`config.mk`:
```
export PLATFORM = sky130hd
export DESIGN_NAME = sram_rr_arbiter
export DESIGN_NICKNAME = d
export VERILOG_FILES = /design/src/rtl/sram_arb_pkg.sv /design/src/rtl/sram_arb_tag_fifo.sv /design/src/rtl/sram_rr_arbiter.sv
export SDC_FILE = /design/constraint.sdc
export NUM_CORES = 1
export LEC_CHECK = 0
export BUFFER_PORTS_ARGS = -buffer_cell sky130_fd_sc_hd__clkbuf_2
export CELL_PAD_IN_SITES_DETAIL_PLACEMENT = 1
export CELL_PAD_IN_SITES_GLOBAL_PLACEMENT = 2
export CORE_UTILIZATION = 29
export DETAILED_ROUTE_END_ITERATION = 10
export PLACE_DENSITY = 0.78
export SETUP_SLACK_MARGIN = 0.1
export SYNTH_ARGS = -nofsm -noshare
export SYNTH_HDL_FRONTEND = slang
export SYNTH_HIERARCHICAL = 1
export SYNTH_SLANG_ARGS = --single-unit
```
`constraint.sdc`:
```
create_clock -name sram_clock -period 5.2 [get_ports sram_clock]
set_clock_uncertainty 0.05 [all_clocks]
set_input_delay 0.26 -clock sram_clock [delete_from_list [all_inputs] [get_ports sram_clock]]
set_output_delay 0.26 -clock sram_clock [all_outputs]
set_load 0.005 [all_outputs]
```
`src/rtl/sram_arb_pkg.sv`:
```
// Shared constants and helpers for the SRAM round-robin arbiter and its write-FIFO producers.
package sram_arb_pkg;

  localparam logic CMD_EMPTY = 1'b0;
  localparam logic CMD_HOLD  = 1'b1;

  // Write entry layout is {mask, addr, data} with data in the least significant bits.
  localparam int FLD_DATA_LSB = 0;

  function automatic int clog2(input int value);
    int result;
    result = 0;
    for (int v = value - 1; v > 0; v = v >> 1) result++;
    return result;
  endfunction

  function automatic int fld_addr_lsb(input int data_w);
    return FLD_DATA_LSB + data_w;
  endfunction

  function automatic int fld_mask_lsb(input int addr_w, input int data_w);
    return FLD_DATA_LSB + data_w + addr_w;
  endfunction

  function automatic int entry_w(input int mask_w, input int addr_w, input int data_w);
    return mask_w + addr_w + data_w;
  endfunction

  function automatic int slice_lsb(input int ch, input int width);
    return ch * width;
  endfunction

endpackage

```
`src/rtl/sram_arb_tag_fifo.sv`:
```
// Small synchronous FIFO holding the reader index of every outstanding SRAM read.
module sram_arb_tag_fifo
  import sram_arb_pkg::*;
#(
  parameter int WIDTH = 1,
  parameter int DEPTH = 8
) (
  input  logic             clk,
  input  logic             rst_n,
  input  logic             push,
  input  logic [WIDTH-1:0] push_data,
  input  logic             pop,
  output logic [WIDTH-1:0] pop_data,
  output logic             full,
  output logic             empty
);

  localparam int AW = clog2(DEPTH);

  logic [WIDTH-1:0] mem [DEPTH];
  logic [AW:0]      wr_ptr_reg;
  logic [AW:0]      rd_ptr_reg;

  // Extra pointer bit distinguishes full from empty when the indices match.
  assign empty    = (wr_ptr_reg == rd_ptr_reg);
  assign full     = (wr_ptr_reg[AW] != rd_ptr_reg[AW]) &&
                    (wr_ptr_reg[AW-1:0] == rd_ptr_reg[AW-1:0]);
  assign pop_data = mem[rd_ptr_reg[AW-1:0]];

  always_ff @(posedge clk) begin
    if (push && !full) mem[wr_ptr_reg[AW-1:0]] <= push_data;
  end

  always_ff @(posedge clk or negedge rst_n) begin
    if (!rst_n) begin
      wr_ptr_reg <= '0;
      rd_ptr_reg <= '0;
    end else begin
      if (push && !full) wr_ptr_reg <= wr_ptr_reg + (AW+1)'(1);
      if (pop && !empty) rd_ptr_reg <= rd_ptr_reg + (AW+1)'(1);
    end
  end

endmodule

```
`src/rtl/sram_rr_arbiter.sv`:
```
// Round-robin arbiter of NW write and NR read channels onto one SRAM command port,
// with tag-routed read responses. Define SRAM_ARB_STATS_EN for per-channel grant counters.
module sram_rr_arbiter
  import sram_arb_pkg::*;
#(
  parameter int NW        = 2,
  parameter int NR        = 2,
  parameter int ADDR_W    = 18,
  parameter int DATA_W    = 32,
  parameter int MASK_W    = 4,
  parameter int TAG_DEPTH = 8
) (
  input  logic                                sram_clock,
  input  logic                                reset_n,
  input  logic [NW-1:0]                       wr_valid,
  output logic [NW-1:0]                       wr_ready,
  input  logic [NW*(MASK_W+ADDR_W+DATA_W)-1:0] wr_din,
  input  logic [NR-1:0]                       rd_valid,
  output logic [NR-1:0]                       rd_ready,
  input  logic [NR*ADDR_W-1:0]                rd_addr,
  input  logic [NR-1:0]                       rd_resp_full,
  output logic [NR-1:0]                       rd_resp_valid,
  output logic [DATA_W-1:0]                   rd_resp_data,
  output logic                                sram_addr_valid,
  input  logic                                sram_ready,
  output logic [ADDR_W-1:0]                   sram_addr,
  output logic [DATA_W-1:0]                   sram_data_in,
  output logic [MASK_W-1:0]                   sram_write_mask,
  input  logic [DATA_W-1:0]                   sram_data_out,
  input  logic                                sram_data_out_valid,
  output logic                                err_orphan
`ifdef SRAM_ARB_STATS_EN
  , input  logic                              stat_clear
  , output logic [(NW+NR)*16-1:0]             stat_grants
`endif
);

  localparam int N        = NW + NR;
  localparam int PTR_W    = clog2(N);
  localparam int TAG_W    = (NR > 1) ? clog2(NR) : 1;
  localparam int EW       = entry_w(MASK_W, ADDR_W, DATA_W);
  localparam int ADDR_LSB = fld_addr_lsb(DATA_W);
  localparam int MASK_LSB = fld_mask_lsb(ADDR_W, DATA_W);

  logic [EW-1:0]     wr_entry    [NW];
  logic [ADDR_W-1:0] rd_addr_arr [NR];
  logic [N-1:0]      eligible;
  logic              tag_full;
  logic              tag_empty;
  logic [TAG_W-1:0]  tag_head;
  logic              cmd_state_reg;
  logic [PTR_W-1:0]  ptr_reg;
  logic [PTR_W-1:0]  ptr_next;
  logic [PTR_W-1:0]  gnt_idx;
  logic              gnt_found;
  logic              can_load;
  logic              grant_ok;
  logic              push_tag;
  logic [TAG_W-1:0]  push_tag_data;
  logic [ADDR_W-1:0] addr_next;
  logic [DATA_W-1:0] data_next;
  logic [MASK_W-1:0] mask_next;
  logic [NR-1:0]     resp_onehot;
  int                scan_idx;

  for (genvar gi = 0; gi < NW; gi++) begin : g_wr
    assign wr_entry[gi] = wr_din[slice_lsb(gi, EW) +: EW];
    assign eligible[gi] = wr_valid[gi];
    assign wr_ready[gi] = reset_n && grant_ok && (gnt_idx == PTR_W'(gi));
  end

  for (genvar gi = 0; gi < NR; gi++) begin : g_rd
    assign rd_addr_arr[gi]   = rd_addr[slice_lsb(gi, ADDR_W) +: ADDR_W];
    assign eligible[NW+gi]   = rd_valid[gi] && !rd_resp_full[gi] && !tag_full;
    assign rd_ready[gi]      = reset_n && grant_ok && (gnt_idx == PTR_W'(NW + gi));
    assign resp_onehot[gi]   = sram_data_out_valid && !tag_empty && (tag_head == TAG_W'(gi));
  end

  assign can_load = (cmd_state_reg == CMD_EMPTY) || sram_ready;
  assign grant_ok = can_load && gnt_found;
  assign push_tag = grant_ok && (gnt_idx >= PTR_W'(NW));
  assign ptr_next = (gnt_idx == PTR_W'(N - 1)) ? '0 : gnt_idx + PTR_W'(1);

  // First eligible channel at or above the pointer, wrapping around.
  always_comb begin
    gnt_found = 1'b0;
    gnt_idx   = '0;
    scan_idx  = 0;
    for (int k = 0; k < N; k++) begin
      scan_idx = int'(ptr_reg) + k;
      if (scan_idx >= N) scan_idx = scan_idx - N;
      if (!gnt_found && eligible[scan_idx]) begin
        gnt_found = 1'b1;
        gnt_idx   = PTR_W'(scan_idx);
      end
    end
  end

  always_comb begin
    addr_next     = '0;
    data_next     = '0;
    mask_next     = '0;
    push_tag_data = '0;
    for (int i = 0; i < NW; i++) begin
      if (gnt_idx == PTR_W'(i)) begin
        mask_next = wr_entry[i][MASK_LSB +: MASK_W];
        addr_next = wr_entry[i][ADDR_LSB +: ADDR_W];
        data_next = wr_entry[i][FLD_DATA_LSB +: DATA_W];
      end
    end
    for (int j = 0; j < NR; j++) begin
      if (gnt_idx == PTR_W'(NW + j)) begin
        addr_next     = rd_addr_arr[j];
        push_tag_data = TAG_W'(j);
      end
    end
  end

  sram_arb_tag_fifo #(
    .WIDTH (TAG_W),
    .DEPTH (TAG_DEPTH)
  ) u_tag_fifo (
    .clk       (sram_clock),
    .rst_n     (reset_n),
    .push      (push_tag),
    .push_data (push_tag_data),
    .pop       (sram_data_out_valid),
    .pop_data  (tag_head),
    .full      (tag_full),
    .empty     (tag_empty)
  );

  always_ff @(posedge sram_clock or negedge reset_n) begin
    if (!reset_n) begin
      cmd_state_reg   <= CMD_EMPTY;
      ptr_reg         <= '0;
      sram_addr_valid <= 1'b0;
      sram_addr       <= '0;
      sram_data_in    <= '0;
      sram_write_mask <= '0;
      rd_resp_valid   <= '0;
      rd_resp_data    <= '0;
      err_orphan      <= 1'b0;
    end else begin
      if (can_load) begin
        if (gnt_found) begin
          cmd_state_reg   <= CMD_HOLD;
          sram_addr_valid <= 1'b1;
          sram_addr       <= addr_next;
          sram_data_in    <= data_next;
          sram_write_mask <= mask_next;
          ptr_reg         <= ptr_next;
        end else begin
          cmd_state_reg   <= CMD_EMPTY;
          sram_addr_valid <= 1'b0;
        end
      end
      rd_resp_valid <= resp_onehot;
      if (sram_data_out_valid) rd_resp_data <= sram_data_out;
      if (sram_data_out_valid && tag_empty) err_orphan <= 1'b1;
    end
  end

`ifdef SRAM_ARB_STATS_EN
  for (genvar gi = 0; gi < N; gi++) begin : g_stat
    logic [15:0] cnt_reg;
    always_ff @(posedge sram_clock or negedge reset_n) begin
      if (!reset_n) begin
        cnt_reg <= '0;
      end else if (stat_clear) begin
        cnt_reg <= '0;
      end else if (grant_ok && (gnt_idx == PTR_W'(gi)) && (cnt_reg != 16'hFFFF)) begin
        cnt_reg <= cnt_reg + 16'd1;
      end
    end
    assign stat_grants[gi*16 +: 16] = cnt_reg;
  end
`endif

endmodule

```
==> results.toml <==
[status]
status = "finished, final reports clean"

[clock_tree]
clkSlewWorstSetupHoldPaths_ns = 0.08
cts_htree_levels = 3
cts.sinks = 108
cts_buffer_depth = 2
cts_made_buffers = 9
ctsRootBufferMaster = "clkbuf_16"
clk_latency_ns = 0.35
cts_tree = "built"

[finish]
final_cells = 960
nFillCells = 2146
diodes = 0
reg.largest.list = "rd_resp_data: 32 flops, sram_data_in: 32 flops, sram_addr: 18 flops"
area_delta_synth_final_pct = 33.2
fin_nets = 887
drive_gt1_frac = 0.584

[sta]
worstMarginPinSlew_ns = 0.921
final-setup-viol-count = 0
slew_viol_final = 0
rsz0062_at_grt = "no"
fin_tns_setup_ns = 0
min_period_over_period = 0.854
hold_viol = 0
fin_crit_ns = 4.44
fmax_ghz = 0.225
relSlewSlack = 0.386

[synthesis]
ys.flop_type = "dfrtp_1"
ys_seq_area_frac = 0.482
synth_cell_types = 53
synth_edf_count = 8
yosysTopAreaCell = "dfrtp_1"
async_flop_share = 0.926
synth_seq_cells = 108
synth_top_cell_area_share = 0.440
syn_nets = 621
synth.avg_cell_area_um2 = 13.3
synth_warnings = 6
ys_top_cells_by_area = "dfrtp_1 (44%), mux2_4 (15%), mux2_2 (6.7%)"
syn_area_um2 = 5690
synth_cells = 429

[pwr]
power_uw = 3810
ir_drop_v = 0.000168
power.leakage_uw = 0.00378
p_per_area_nw_per_um2 = 503

[flow_run]
maxCapViolCount = 0

[setup_path]
path_max_fanout = 20
crit_path_start = "u_tag_fifo/wr_ptr_reg[0]$_DFFE_PN0P_"
endpoint_kind = "register"
crit_path_start_kind = "register"
worstReg2RegEnd = "u_tag_fifo/mem[0]$_DFFE_PP_"
crit_buf_inv = 2
crit_type = "reg2reg"
reg2reg_from = "u_tag_fifo/wr_ptr_reg[0]$_DFFE_PN0P_"
required_ns = 5.20
crit_family = "compound AO/OA/AOI/OAI gates"
path_depth = 11
reg2regPathDepth = 11
arrival_ns = 4.44
crit_chain = "xor2_2 > nor4_2 > o21ai_0 > a31oi_1 > ha_1 > buf_4 > clkinv_1 > a21boi_0 > nor2b_1 > o41ai_2 > nor3_1"
critPathMaxStageDelay_ns = 0.82
r2r_setup_slack_ns = 0.76
crit_end = "u_tag_fifo/mem[0]$_DFFE_PP_"
cpMaxStageDelayCell = "nor4_2"

[die]
die_y_um = 142
num_rows = 50
io_pins = 280
die_area_um2 = 20200
dieWidth_um = 142
initial_core_util = 0.300
core-area_um2 = 19000

[routing]
drtPass1Iterations = 4
viasPerCell = 4.78
wl_per_cell_um = 17.7
drc = 0
num_vias = 4589
drt_wl_total_mm = 17.0
first_iter_violations = 118
antenna_left = 0

[global_route]
grt_pass1_wl_mm = 26.6
grt-ovfl-total = 0
antenna_found_initial = 0
grt_usage = 0.172
grt_max_degree = 57
grt_pass1_vias = 4964

[place]
dp_hpwl_mm = 13.3
port_buffers = 279
dp_cells = 943
gp_congestion = 0.829

[hold_path]
min_path_type = "in2reg"
## area by class of cell
| cell class | instances | area [um^2] | share of cell area |
|---|---|---|---|
| Inverter | 7 | 26.3 | 0.00347 |
| Sequential cell | 108 | 2740 | 0.362 |
| Clock inverter | 7 | 80.1 | 0.0106 |
| Timing Repair Buffer | 288 | 1480 | 0.195 |
| Clock buffer | 9 | 225 | 0.0297 |
| Multi-Input combinational cell | 281 | 2700 | 0.356 |
| Tap cell | 260 | 325 | 0.0429 |
## synthesized netlist by cell type, types with 5 or more instances
master      n
edfxtp_1    8
mux2_4     57
xnor2_1     5
mux2_2     34
nand2_1    25
a221oi_1   18
buf_12      5
clkbuf_1   10
dfrtp_1   100
inv_1       6
buf_2       9
a22o_1     35
ha_1        6
buf_1       6
o31ai_1    19
nor2_1     24
## worst min path at each step
stage / from / slack, ns / endpoint / cells past startpoint
after global placement: reset_n / 0.28 / rd_resp_data[20]$_DFFE_PN0P_ / 1
after CTS: sram_data_out[12] / 0.07 / rd_resp_data[12]$_DFFE_PN0P_ / 2
after global routing: sram_data_out[26] / 0.07 / rd_resp_data[26]$_DFFE_PN0P_ / 2
final: sram_data_out[12] / 0.09 / rd_resp_data[12]$_DFFE_PN0P_ / 2
after detailed placement: reset_n / 0.31 / rd_resp_data[17]$_DFFE_PN0P_ / 1
after floorplan: reset_n / -0.09 / cmd_state_reg$_DFFE_PN0P_ / 0
## cells in the final DEF, fill, tap and decap left out, types with 2 or more instances in the layout
cell       netlist  routed
a21o_1           2       2
a221oi_1        18      18
a22o_1          35      35
and2_1           2       2
and3_1           4       4
and4_1           2       2
buf_4            1       8
clkbuf_16        0       9
clkbuf_2         0     278
clkinv_4         0       2
dfrtp_1        100     100
edfxtp_1         8       8
ha_1             6       5
inv_1            6       6
inv_6            0       3
mux2_2          34      34
mux2_4          57      57
mux4_2           2       2
nand2_1         25      25
nand2b_1         3       3
nand2b_2         2       2
nand4_1          2       2
nor2_1          24      24
nor2b_1          3       2
nor3_1           4       4
nor3b_1          3       3
o21ai_0          2       2
o311ai_0         2       2
o311ai_1         2       2
o31ai_1         19      19
o41ai_1          2       2
o41ai_4          2       2
xnor2_1          5       5
xor2_2           2       2
## cells by family after synthesis
kind of cell	share of synthesized area
XOR/XNOR	0.0198
multiplexers	0.225
adder cells (fa/ha/maj)	0.0132
buffers and inverters	0.0459
flip-flops	0.482
AO/OA/AOI/OAI	0.144
AND/OR/NAND/NOR	0.0703
## timing repair
action / in CTS / in global routing
gates resized for setup: 0 / 0
hold endpoints to repair: 48 / 0
buffers inserted: 0 / 0
hold buffers: 1 / 0
## worst register-to-register path, cell delays in order, from the launching register on
cell	delay, ns
dfrtp_1	0.57
xor2_2	0.27
nor4_2	0.83
o21ai_0	0.22
a31oi_1	0.40
ha_1	0.22
buf_4	0.25
clkinv_1	0.14
a21boi_0	0.63
nor2b_1	0.24
o41ai_2	0.13
nor3_1	0.21
## metal layers
metal  vias up  track usage  wire length [um]
met5         -            0                 0
met4         0       0.0589               278
met3        17       0.0495              1490
met2       212        0.298              8470
met1      2220        0.203              6770
li1       2140            -                 -
## power breakdown
group | switching [uW] | internal, uW | leakage [uW]
sequential | 235 | 1140 | 0.00129
combinational | 814 | 913 | 0.00233
clock | 328 | 381 | 0.000151
total | 1380 | 2430 | 0.00378
## per-stage QoR
stage          utilization  setup WS, ns  cell area [um^2]  hold slack (ns)
6_report             0.400         0.759              7580           0.0855
5_1_grt              0.400         0.228              7580           0.0736
4_1_cts              0.400         0.734              7580           0.0716
3_5_place_dp         0.383         0.744              7270            0.307
3_3_place_gp         0.383          1.09              7270            0.280
2_1_floorplan            -          1.41              5690          -0.0856
Note: power is estimated with default switching activity, not from simulation.
